### src/rtl/timer_regfile.sv
// Bus-mapped control/status registers for the timing counter: drives the timer's
// ro_* controls, returns its rf_* state, and turns its interrupt into a sticky, maskable irq.
module timer_regfile #(
  parameter int unsigned ADDR_W = 4
) (
  input  logic              clk,
  input  logic              reset,
  input  logic              bus_sel,
  input  logic              bus_wr,
  input  logic [ADDR_W-1:0] bus_addr,
  input  logic [31:0]       bus_wdata,
  output logic [31:0]       bus_rdata,
  output logic              bus_ack,
  output logic              ro_trig_start,
  output logic              ro_trig_halt,
  output logic              ro_mode,
  output logic [31:0]       ro_termcount,
  input  logic              rf_status,
  input  logic [31:0]       rf_currcount,
  input  logic              rf_int,
  output logic              irq
);

  localparam logic [ADDR_W-1:0] AddrCtrl      = ADDR_W'(0);
  localparam logic [ADDR_W-1:0] AddrTermcount = ADDR_W'(1);
  localparam logic [ADDR_W-1:0] AddrStatus    = ADDR_W'(2);
  localparam logic [ADDR_W-1:0] AddrCurrcount = ADDR_W'(3);
  localparam logic [ADDR_W-1:0] AddrIntstat   = ADDR_W'(4);
  localparam logic [ADDR_W-1:0] AddrInten     = ADDR_W'(5);

  typedef enum logic [1:0] {StIdle, StAck, StWait} state_e;

  state_e      state_q;
  logic        pend_q;
  logic        werr_q;
  logic        int_en_q;
  logic        rf_int_q;

  logic        access;
  logic        wr_en;
  logic        ctrl_wr;
  logic        tc_wr;
  logic        intstat_wr;
  logic        inten_wr;
  logic        werr_set;
  logic        int_rise;
  logic [31:0] rd_data;

  assign access   = (state_q == StIdle) && bus_sel;
  assign wr_en    = access && bus_wr;
  assign int_rise = rf_int && !rf_int_q;

  always_comb begin
    rd_data    = '0;
    ctrl_wr    = 1'b0;
    tc_wr      = 1'b0;
    intstat_wr = 1'b0;
    inten_wr   = 1'b0;
    case (bus_addr)
      AddrCtrl: begin
        rd_data[2] = ro_mode;
        ctrl_wr    = wr_en;
      end
      AddrTermcount: begin
        rd_data = ro_termcount;
        tc_wr   = wr_en;
      end
      AddrStatus: begin
        rd_data[0] = rf_status;
        rd_data[1] = werr_q;
      end
      AddrCurrcount: rd_data = rf_currcount;
      AddrIntstat: begin
        rd_data[0] = pend_q;
        rd_data[1] = werr_q;
        intstat_wr = wr_en;
      end
      AddrInten: begin
        rd_data[0] = int_en_q;
        inten_wr   = wr_en;
      end
      default: rd_data = '0;
    endcase
  end

  // A CTRL write only counts as a MODE write if it tries to change MODE, so that
  // START/HALT on a running timer do not raise WERR. Any TERMCOUNT write counts.
  assign werr_set = rf_status &&
                    ((ctrl_wr && (bus_wdata[2] != ro_mode)) || tc_wr);

  always_ff @(posedge clk) begin
    if (reset) begin
      state_q       <= StIdle;
      bus_ack       <= 1'b0;
      bus_rdata     <= '0;
      ro_trig_start <= 1'b0;
      ro_trig_halt  <= 1'b0;
      ro_mode       <= 1'b0;
      ro_termcount  <= '0;
      pend_q        <= 1'b0;
      werr_q        <= 1'b0;
      int_en_q      <= 1'b0;
      rf_int_q      <= 1'b0;
    end else begin
      rf_int_q      <= rf_int;
      bus_ack       <= 1'b0;
      bus_rdata     <= '0;
      ro_trig_start <= 1'b0;
      ro_trig_halt  <= 1'b0;

      // Set beats clear when both land on the same edge.
      pend_q <= int_rise || (pend_q && !(intstat_wr && bus_wdata[0]));
      werr_q <= werr_set || (werr_q && !(intstat_wr && bus_wdata[1]));

      if (inten_wr) int_en_q <= bus_wdata[0];
      if (ctrl_wr && !rf_status) ro_mode <= bus_wdata[2];
      if (tc_wr && !rf_status) ro_termcount <= bus_wdata;

      case (state_q)
        StIdle: begin
          if (access) begin
            state_q <= StAck;
            bus_ack <= 1'b1;
            if (!bus_wr) bus_rdata <= rd_data;
            if (ctrl_wr) begin
              ro_trig_halt  <= bus_wdata[1];
              ro_trig_start <= bus_wdata[0] && !bus_wdata[1];
            end
          end
        end
        StAck:   state_q <= StWait;
        StWait:  if (!bus_sel) state_q <= StIdle;
        default: state_q <= StIdle;
      endcase
    end
  end

  assign irq = pend_q && int_en_q;

endmodule

### config.mk
export PLATFORM = sky130hd
export DESIGN_NAME = timer_regfile
export DESIGN_NICKNAME = d
export VERILOG_FILES = /design/src/rtl/timer_regfile.sv
export SDC_FILE = /design/constraint.sdc
export NUM_CORES = 1
export LEC_CHECK = 0
export CORE_MARGIN = 5
export CORE_UTILIZATION = 39
export DETAILED_ROUTE_END_ITERATION = 8
export PLACE_DENSITY = 0.8
export SYNTH_ARGS = -nofsm -noshare
export SYNTH_HDL_FRONTEND = slang
export SYNTH_SLANG_ARGS = --single-unit
### constraint.sdc
create_clock -name clk -period 2.1 [get_ports clk]
set_input_delay 0.63 -clock clk [delete_from_list [all_inputs] [get_ports clk]]
set_output_delay 0.63 -clock clk [all_outputs]
set_load 0.02 [all_outputs]
# --- Word level (Yosys, flattened, before mapping) ---
# Cells that the tools add are included.
word_totals:
  ff_bits: 74
  latch_bits: 0
  mem_bits_rw: 0
  rom_bits: 0
  inputBits: 74
  out_inout_bits: 69
  memories: 0
op_classes:
  add_sub_neg: 0
  multipliers: 0
  n_div: 0
  n_lt_le_gt_ge: 0
  eq_ne: 10
  shift: 0
  mux: 12
  bitwise_logic: 3
  reduce_logical: 28
ops:
  columns: ["cell", "n"]
  rows:
  - ["case mux 29 bit (2 select lines)", 1]
  - ["logical AND 1 bit", 13]
  - ["equality test 4 x 2 -> 1 bit (second input constant)", 2]
  - ["equality test 4 x 3 -> 1 bit (second input constant)", 2]
  - ["OR reduction 4 bit", 2]
  - ["case mux 1 bit (3 select lines)", 2]
  - ["case mux 2 bit (3 select lines)", 1]
  - ["logical NOT 1 bit", 5]
  - ["two-way mux 1 bit", 5]
  - ["case mux 1 bit (5 select lines)", 1]
  - ["equality test 4 x 1 -> 1 bit (second input constant)", 1]
  - ["logical NOT 4 bit", 1]
  - ["two-way mux 2 bit", 2]
  - ["inequality test 2 bit (second input constant)", 2]
  - ["OR reduction 2 bit", 2]
  - ["logical OR 1 bit", 3]
  - ["inverter 1 bit", 3]
  - ["equality test 2 x 1 -> 1 bit (second input constant)", 1]
  - ["equality test 2 bit (second input constant)", 1]
  - ["logical NOT 2 bit", 1]
  - ["AND reduction 2 bit", 1]
  - ["inequality test 1 bit", 1]

# --- Longest topological paths before layout ---
# Gate-level depths: netlist (run 1).
depth:
  word_depth: 8
  depth_mapped: 6
  mapped_depth_nobuf: 4

# --- Worst setup path after synthesis (run 1) ---
# Ideal clock, no wire load.
synth_path:
  kind: "in2reg"
  start: "input port bus_addr[1]"
  end: "register bus_rdata[1]"
  t_arrival_ns: 1.584
  t_required_ns: 1.970
  path_slack_ns: 0.386
  cell_stages: 5
  n_path_buf: 1
  cell_sequence: "clkbuf_1 -> or2_2 -> a222oi_1 -> o32a_1 -> nor3_1"
synth_between:
  elab_chain_cells: 3
  word_cells_on_any_way: 6
  classes_between: "eq/ne (4); mux (1); reduce/logical (1)"
synth_lines:
  columns: ["item", "line_no", "text"]
  rows:
  - ["start, declared", "10", "input logic [ADDR_W-1:0] bus_addr,"]
  - ["equality test 4 x 3 -> 1 bit / equality test 4 x 2 -> 1 bit (equally long branches)", "59", "case (bus_addr)"]
  - ["OR reduction 2 bit (no line)", null, null]
  - ["case mux 1 bit (3 select lines) *", "59", null]
  - ["end signal, assigned", "124", "if (!bus_wr) bus_rdata <= rd_data;"]
  - ["end, declared", "12", "output logic [31:0] bus_rdata,"]
# Every way passes the cells marked *; elsewhere a longest branch is shown, timed or not.
# A chain may end at the register's enable or synchronous reset.

# --- Worst setup path after layout (run 1) ---
layout_path:
  start: "register ro_mode"
  end: "output port ro_mode"
layout_rtl:
  columns: ["item", "line_no", "text"]
  rows:
  - ["start, declared", "16", "output logic ro_mode,"]
  - ["start signal, assigned", "116", "if (ctrl_wr && !rf_status) ro_mode <= bus_wdata[2];"]
# No word-level cell between the ends.

==> impl_metrics.tcl, run 1 <==
set metrics [dict create \
    vdd_drop_max_v 0.000342 \
    rrSetupSlack_ns 0.68 \
    syn_avg_cell_area_um2 8.88 \
    layout.nets 527 \
    ant_nets 0 \
    cp-end-kind "output port" \
    dpl.hpwl_um 6080 \
    power_frac_comb 0.088 \
    synth-edff-count 0 \
    cts_buffers 9 \
    drt_iter0_markers 126 \
    grt_use_total 0.190 \
    powerDensity_mw_per_mm2 668 \
    multi_input_area_mm2 0.00110 \
    rows 30 \
    syn_inst 304 \
    path_clk_slew_ns 0.08 \
    drt-pass1-iter-count 4 \
    syn2layout_area_growth_pct 67.9 \
    internal_power_mw 2.40 \
    max_freq_ghz 0.504 \
    r2r_end "ro_termcount[18]" \
    r2r-start "state_q[1]" \
    async_flop_share 0 \
    layout-drive-gt1-share 0.0895 \
    register_area_mm2 0.00148 \
    route.detailed.drc 0 \
    io_pins 143 \
    placed_cells 522 \
    min_to "ro_termcount[16]" \
    drv_cap 0 \
    grt_antenna_before_repair 0 \
    switchingPower_mw 0.622 \
    ys_seq_elements 74 \
    ys.flop_type "dfxtp_1" \
    grt_max_degree 39 \
    num-fill-cells 568 \
    vias 2711 \
    hold_buffers 0 \
    clock_path_buffers 2 \
    period_share 0.944 \
    start_util 0.399 \
    gr-total-overflow 0 \
    hp-class "flop to flop" \
    die_w_um 93.2 \
    finalMaxSlewViolations 0 \
    critPathBufInv 1 \
    syn_area_mm2 0.00270 \
    setup_viol 0 \
    reg2regPathDepth 5 \
    antenna_cells 0 \
    crit_chain "clkdlybuf4s50_1" \
    min_path_cells 2 \
    slew-limit-headroom 0.724 \
    critPathMaxFanout 4 \
    critPathKind "flop to output port" \
    worst_setup_path_start_kind "flop" \
    status "completed" \
    tightest_slew_ns 0.414 \
    rsz0062_at_grt "no" \
    yosysWarnings 0 \
    grt_pass1_wl_um 13000 \
    vias_per_cell 5.04 \
    top_regs "bus_rdata: 32 flops, ro_termcount: 32 flops, state_q: 2 flops" \
    stdcell_count 538 \
    cts_htree_levels 3 \
    hp-start "ro_termcount[16]" \
    gp_congestion 0.903 \
    worstPathArrival_ns 1.35 \
    cpMaxStageDelayCell "clkdlybuf4s50_1" \
    io_buffer_count 142 \
    leakagePower_nw 1.57 \
    die_area_mm2 0.00868 \
    ys_types 35 \
    syn_nets 378 \
    cts_tree "done" \
    clockPowerShare 0.443 \
    seqPwrFrac 0.469 \
    period_needed_ns 1.98 \
    swShare 0.205 \
    wl_per_cell_um 15.6 \
    power_mw 3.03 \
    hold_viol 0 \
    coreArea_mm2 0.00676 \
    cts_root_buffer "clkbuf_8" \
    final.setup.tns_ns 0 \
    max_stage_delay_ns 0.63 \
    grt_pass1_vias 2634 \
    final_cell_mix "clkdlybuf4s50_1 (141), dfxtp_1 (74), nand2_1 (67)" \
    cts.sinks 74 \
    drt-total-wl_um 8370 \
    critPathRequiredTime_ns 1.47 \
    fp.dieH_um 93.2 \
    skew_ns 0.0151 \
    critPathTopFamily "buffers and inverters" \
    synth_seq_area_share 0.549 \
    layout_commonest_cell "clkdlybuf4s50_1" \
    clkLatencyLatePin_ns 0.34 \
]
==> cells in the mapped netlist (2+ instances only) <==
| library cell | instances | area [um^2] |
|---|---|---|
| nor4b_1 | 4 | 35.0 |
| and4b_1 | 2 | 20.0 |
| nand2b_1 | 2 | 12.5 |
| dfxtp_1 | 74 | 1480 |
| nand3_1 | 2 | 10.0 |
| a22oi_1 | 29 | 218 |
| mux2i_1 | 4 | 40.0 |
| and4bb_2 | 2 | 25.0 |
| nor2b_1 | 4 | 25.0 |
| nor2_1 | 35 | 131 |
| clkbuf_1 | 12 | 45.0 |
| buf_4 | 3 | 22.5 |
| buf_2 | 7 | 35.0 |
| o21ai_0 | 2 | 10.0 |
| a21oi_1 | 33 | 165 |
| inv_1 | 3 | 11.3 |
| nand2_1 | 67 | 251 |
| nor4_1 | 2 | 12.5 |
==> power by group through the flow <==
stage                     Sequential (mW)  Combinational [mW]  Clock (mW)
final                                1.42               0.266        1.34
after CTS                            1.42               0.266        1.37
after detailed placement             1.45               0.264           0
after global routing                 1.42               0.283        1.44
after global placement               1.45               0.260           0
after floorplan                      1.46              0.0685           0
==> layout make-up <==
cell class | instances | share of cell area
sequential | 74 | 0.327
clock buffer | 10 | 0.0304
tap | 80 | 0.0221
clock inverter | 6 | 0.0251
inverter | 3 | 0.00248
multi-input combinational | 204 | 0.243
timing repair buffer | 161 | 0.350
==> cells by family after synthesis <==
logic type / Yosys count / share of synthesized area
buffers and inverters: 26 / 0.0436
xor gates and xnor gates: 1 / 0.00325
AOI/OAI and AO/OA: 71 / 0.167
DFF: 74 / 0.549
and+or+nand+nor: 128 / 0.222
muxes: 4 / 0.0148
==> worst reg2reg max path, cell delays in order, from the launching register on <==
cell      delay (ns)
dfxtp_1         0.35
and4bb_2        0.36
and3_1          0.24
buf_12          0.18
nand2_1         0.08
a21oi_1         0.15
==> stage by stage <==
step	worst slack (ns)	util	area (um^2)	hold WS, ns
after floorplan	0.386	-	2700	0.471
after global placement	-0.0860	0.634	4280	0.458
after detailed placement	-0.132	0.634	4280	0.462
after CTS	0.0907	0.671	4530	0.473
after global routing	0.0594	0.671	4530	0.495
final	0.118	0.671	4530	0.473
==> worst max path at each step <==
stage | slack (ns) | endpoint | cells past startpoint | start
6_report | 0.12 | ro_mode | 1 | ro_mode
5_1_grt | 0.06 | ro_mode | 1 | ro_mode
4_1_cts | 0.09 | ro_mode | 1 | ro_mode
3_5_place_dp | -0.13 | ro_termcount[30] | 6 | bus_addr[1]
3_3_place_gp | -0.09 | ro_termcount[1] | 6 | bus_addr[1]
2_1_floorplan | 0.39 | bus_rdata[1] | 5 | bus_addr[1]
==> routing by layer <==
metal / track usage / routed length [um] / up-vias
met5: 0 / 0 / -
met4: 0.0781 / 122 / 0
met3: 0.0515 / 733 / 12
met2: 0.319 / 4070 / 122
met1: 0.231 / 3440 / 1239
li1: - / - / 1338
==> what timing repair did <==
item	in CTS	in global routing
buffers inserted	0	0
setup endpoints to repair	1	0
gates resized for setup	1	0
(Power assumes the default switching activity.)
==> run 2, diff against run 1 <==
Settings changed: REMOVE_ABC_BUFFERS from default to 1.
==> run 2 against run 1 <==
Fmax fell by 2.2%. Via count fell by 0.33%. Sequential share of layout area fell by 0.14 points. Clock skew fell by 0.0031 ns. Critical endpoint is now ro_termcount[1]. Non-clock buffer count rose by 2.
==> impl_metrics.tcl, run 2 (synthesis gave the netlist of run 1 again) <==
set metrics [dict create \
    grt_pass1_wl_um 13600 \
    setup_viol 0 \
    gp_congestion 0.914 \
    clkLatencyLatePin_ns 0.34 \
    hold_buffers 0 \
    status "completed" \
    clock_path_buffers 2 \
    drt-total-wl_um 8640 \
    route.detailed.drc 0 \
    register_area_mm2 0.00148 \
    vdd_drop_max_v 0.000498 \
    io_buffer_count 142 \
    grt_antenna_before_repair 0 \
    period_share 0.965 \
    skew_ns 0.0120 \
    fin_area_mm2 0.00455 \
    cts_root_buffer "clkbuf_8" \
    placed_area_mm2 0.00428 \
    grt_max_degree 23 \
    cts_buffers 9 \
    cts.sinks 74 \
    start_util 0.399 \
    finalMaxSlewViolations 0 \
    stdcell_count 540 \
    critPathRequiredTime_ns 1.47 \
    cp-end-kind "output port" \
    critPathKind "flop to output port" \
    cts_tree "done" \
    critPathMaxFanout 3 \
    cts_resized 0 \
    placed_cells 524 \
    final_core_util 0.674 \
    vias_per_cell 5.00 \
    path_clk_slew_ns 0.07 \
    fp.dieH_um 93.2 \
    layout-drive-gt1-share 0.0913 \
    die_area_mm2 0.00868 \
    rows 30 \
    gr-total-overflow 0 \
    slew-limit-headroom 0.779 \
    die_w_um 93.2 \
    rsz0062_at_grt "no" \
    drt-pass1-iter-count 4 \
    wl_per_cell_um 16.0 \
    dpl.hpwl_um 6450 \
    tightest_slew_ns 0.327 \
    worstPathArrival_ns 1.40 \
    drv_cap 0 \
    max_stage_delay_ns 0.65 \
    io_pins 143 \
    final_cell_mix "clkdlybuf4s50_1 (141), dfxtp_1 (74), nand2_1 (67)" \
    hold_viol 0 \
    powerDensity_mw_per_mm2 689 \
    cts_htree_levels 3 \
    multi_input_area_mm2 0.00110 \
    worst_setup_path_start_kind "flop" \
    antenna_cells 0 \
    period_needed_ns 2.03 \
    grt_use_total 0.199 \
    num-fill-cells 573 \
    vias 2702 \
    crit_chain "clkdlybuf4s50_1" \
    leakagePower_nw 1.60 \
    drt_iter0_markers 73 \
    power_mw 3.14 \
    critPathTopFamily "buffers and inverters" \
    grt_pass1_vias 2722 \
    cpMaxStageDelayCell "clkdlybuf4s50_1" \
    critPathBufInv 1 \
    layout.nets 529 \
    ant_nets 0 \
    max_freq_ghz 0.494 \
    hp-class "flop to flop" \
    syn2layout_area_growth_pct 68.7 \
    top_regs "bus_rdata: 32 flops, ro_termcount: 32 flops, state_q: 2 flops" \
    layout_commonest_cell "clkdlybuf4s50_1" \
    rrSetupSlack_ns 0.67 \
    postCtsSetupBuffers 0 \
    coreArea_mm2 0.00676 \
    final.setup.tns_ns 0 \
]
## run 2: changes by cell type in the layout (fill, tap and decap cells not counted), sizes merged
cell          change
inv               +1
bufinv            +1
dlygate4sd2       -1
dlymetal6s2s      +1
clkinvlp          -2
buf               +2
## run 2: worst paths after layout
path | startpoint | endpoint | cells past startpoint
worst max-delay path | ro_termcount[1] | ro_termcount[1] | 1
worst min-delay path | ro_termcount[7] | ro_termcount[7] | 2
worst max register to register | state_q[0] | ro_termcount[1] | 5
worst min register to register | ro_termcount[7] | ro_termcount[7] | 2
## run 2: report_power, final
part	switching, mW	internal (mW)	leakage (nW)
Sequential	0.00716	1.41	0.597
Clock	0.531	0.917	0.131
Combinational	0.100	0.169	0.875
## run 2: routing by layer
layer	up-vias	wire (um)	part of all wire	GRT usage
met5	-	0	0	0
met3	12	539	0.062	0.0451
met4	0	119	0.014	0.0733
li1	1342	-	-	-
met1	1243	3580	0.41	0.224
met2	105	4400	0.51	0.364
## run 2: tightest hold or removal path: cells and delay by family, from the launching register on
| kind | cells | cell delay [ns] |
|---|---|---|
| flops | 1 | 0.32 |
| simple gates | 1 | 0.06 |
| compound gates | 1 | 0.05 |
## run 2: cell type report
type                    count  area share
flip-flops and latches     74       0.325
repair buffers            163       0.350
clock inverters             6      0.0302
multi-input cells         204       0.242
clock buffers              10      0.0280
inverters                   3     0.00247
well taps                  80      0.0220
## run 2: metrics by stage
step	hold slack, ns	setup slack [ns]
2_1_floorplan	0.467	-0.676
3_3_place_gp	0.456	-0.0892
3_5_place_dp	0.466	-0.138
4_1_cts	0.477	0.0138
5_1_grt	0.498	0.0363
6_report	0.476	0.0739
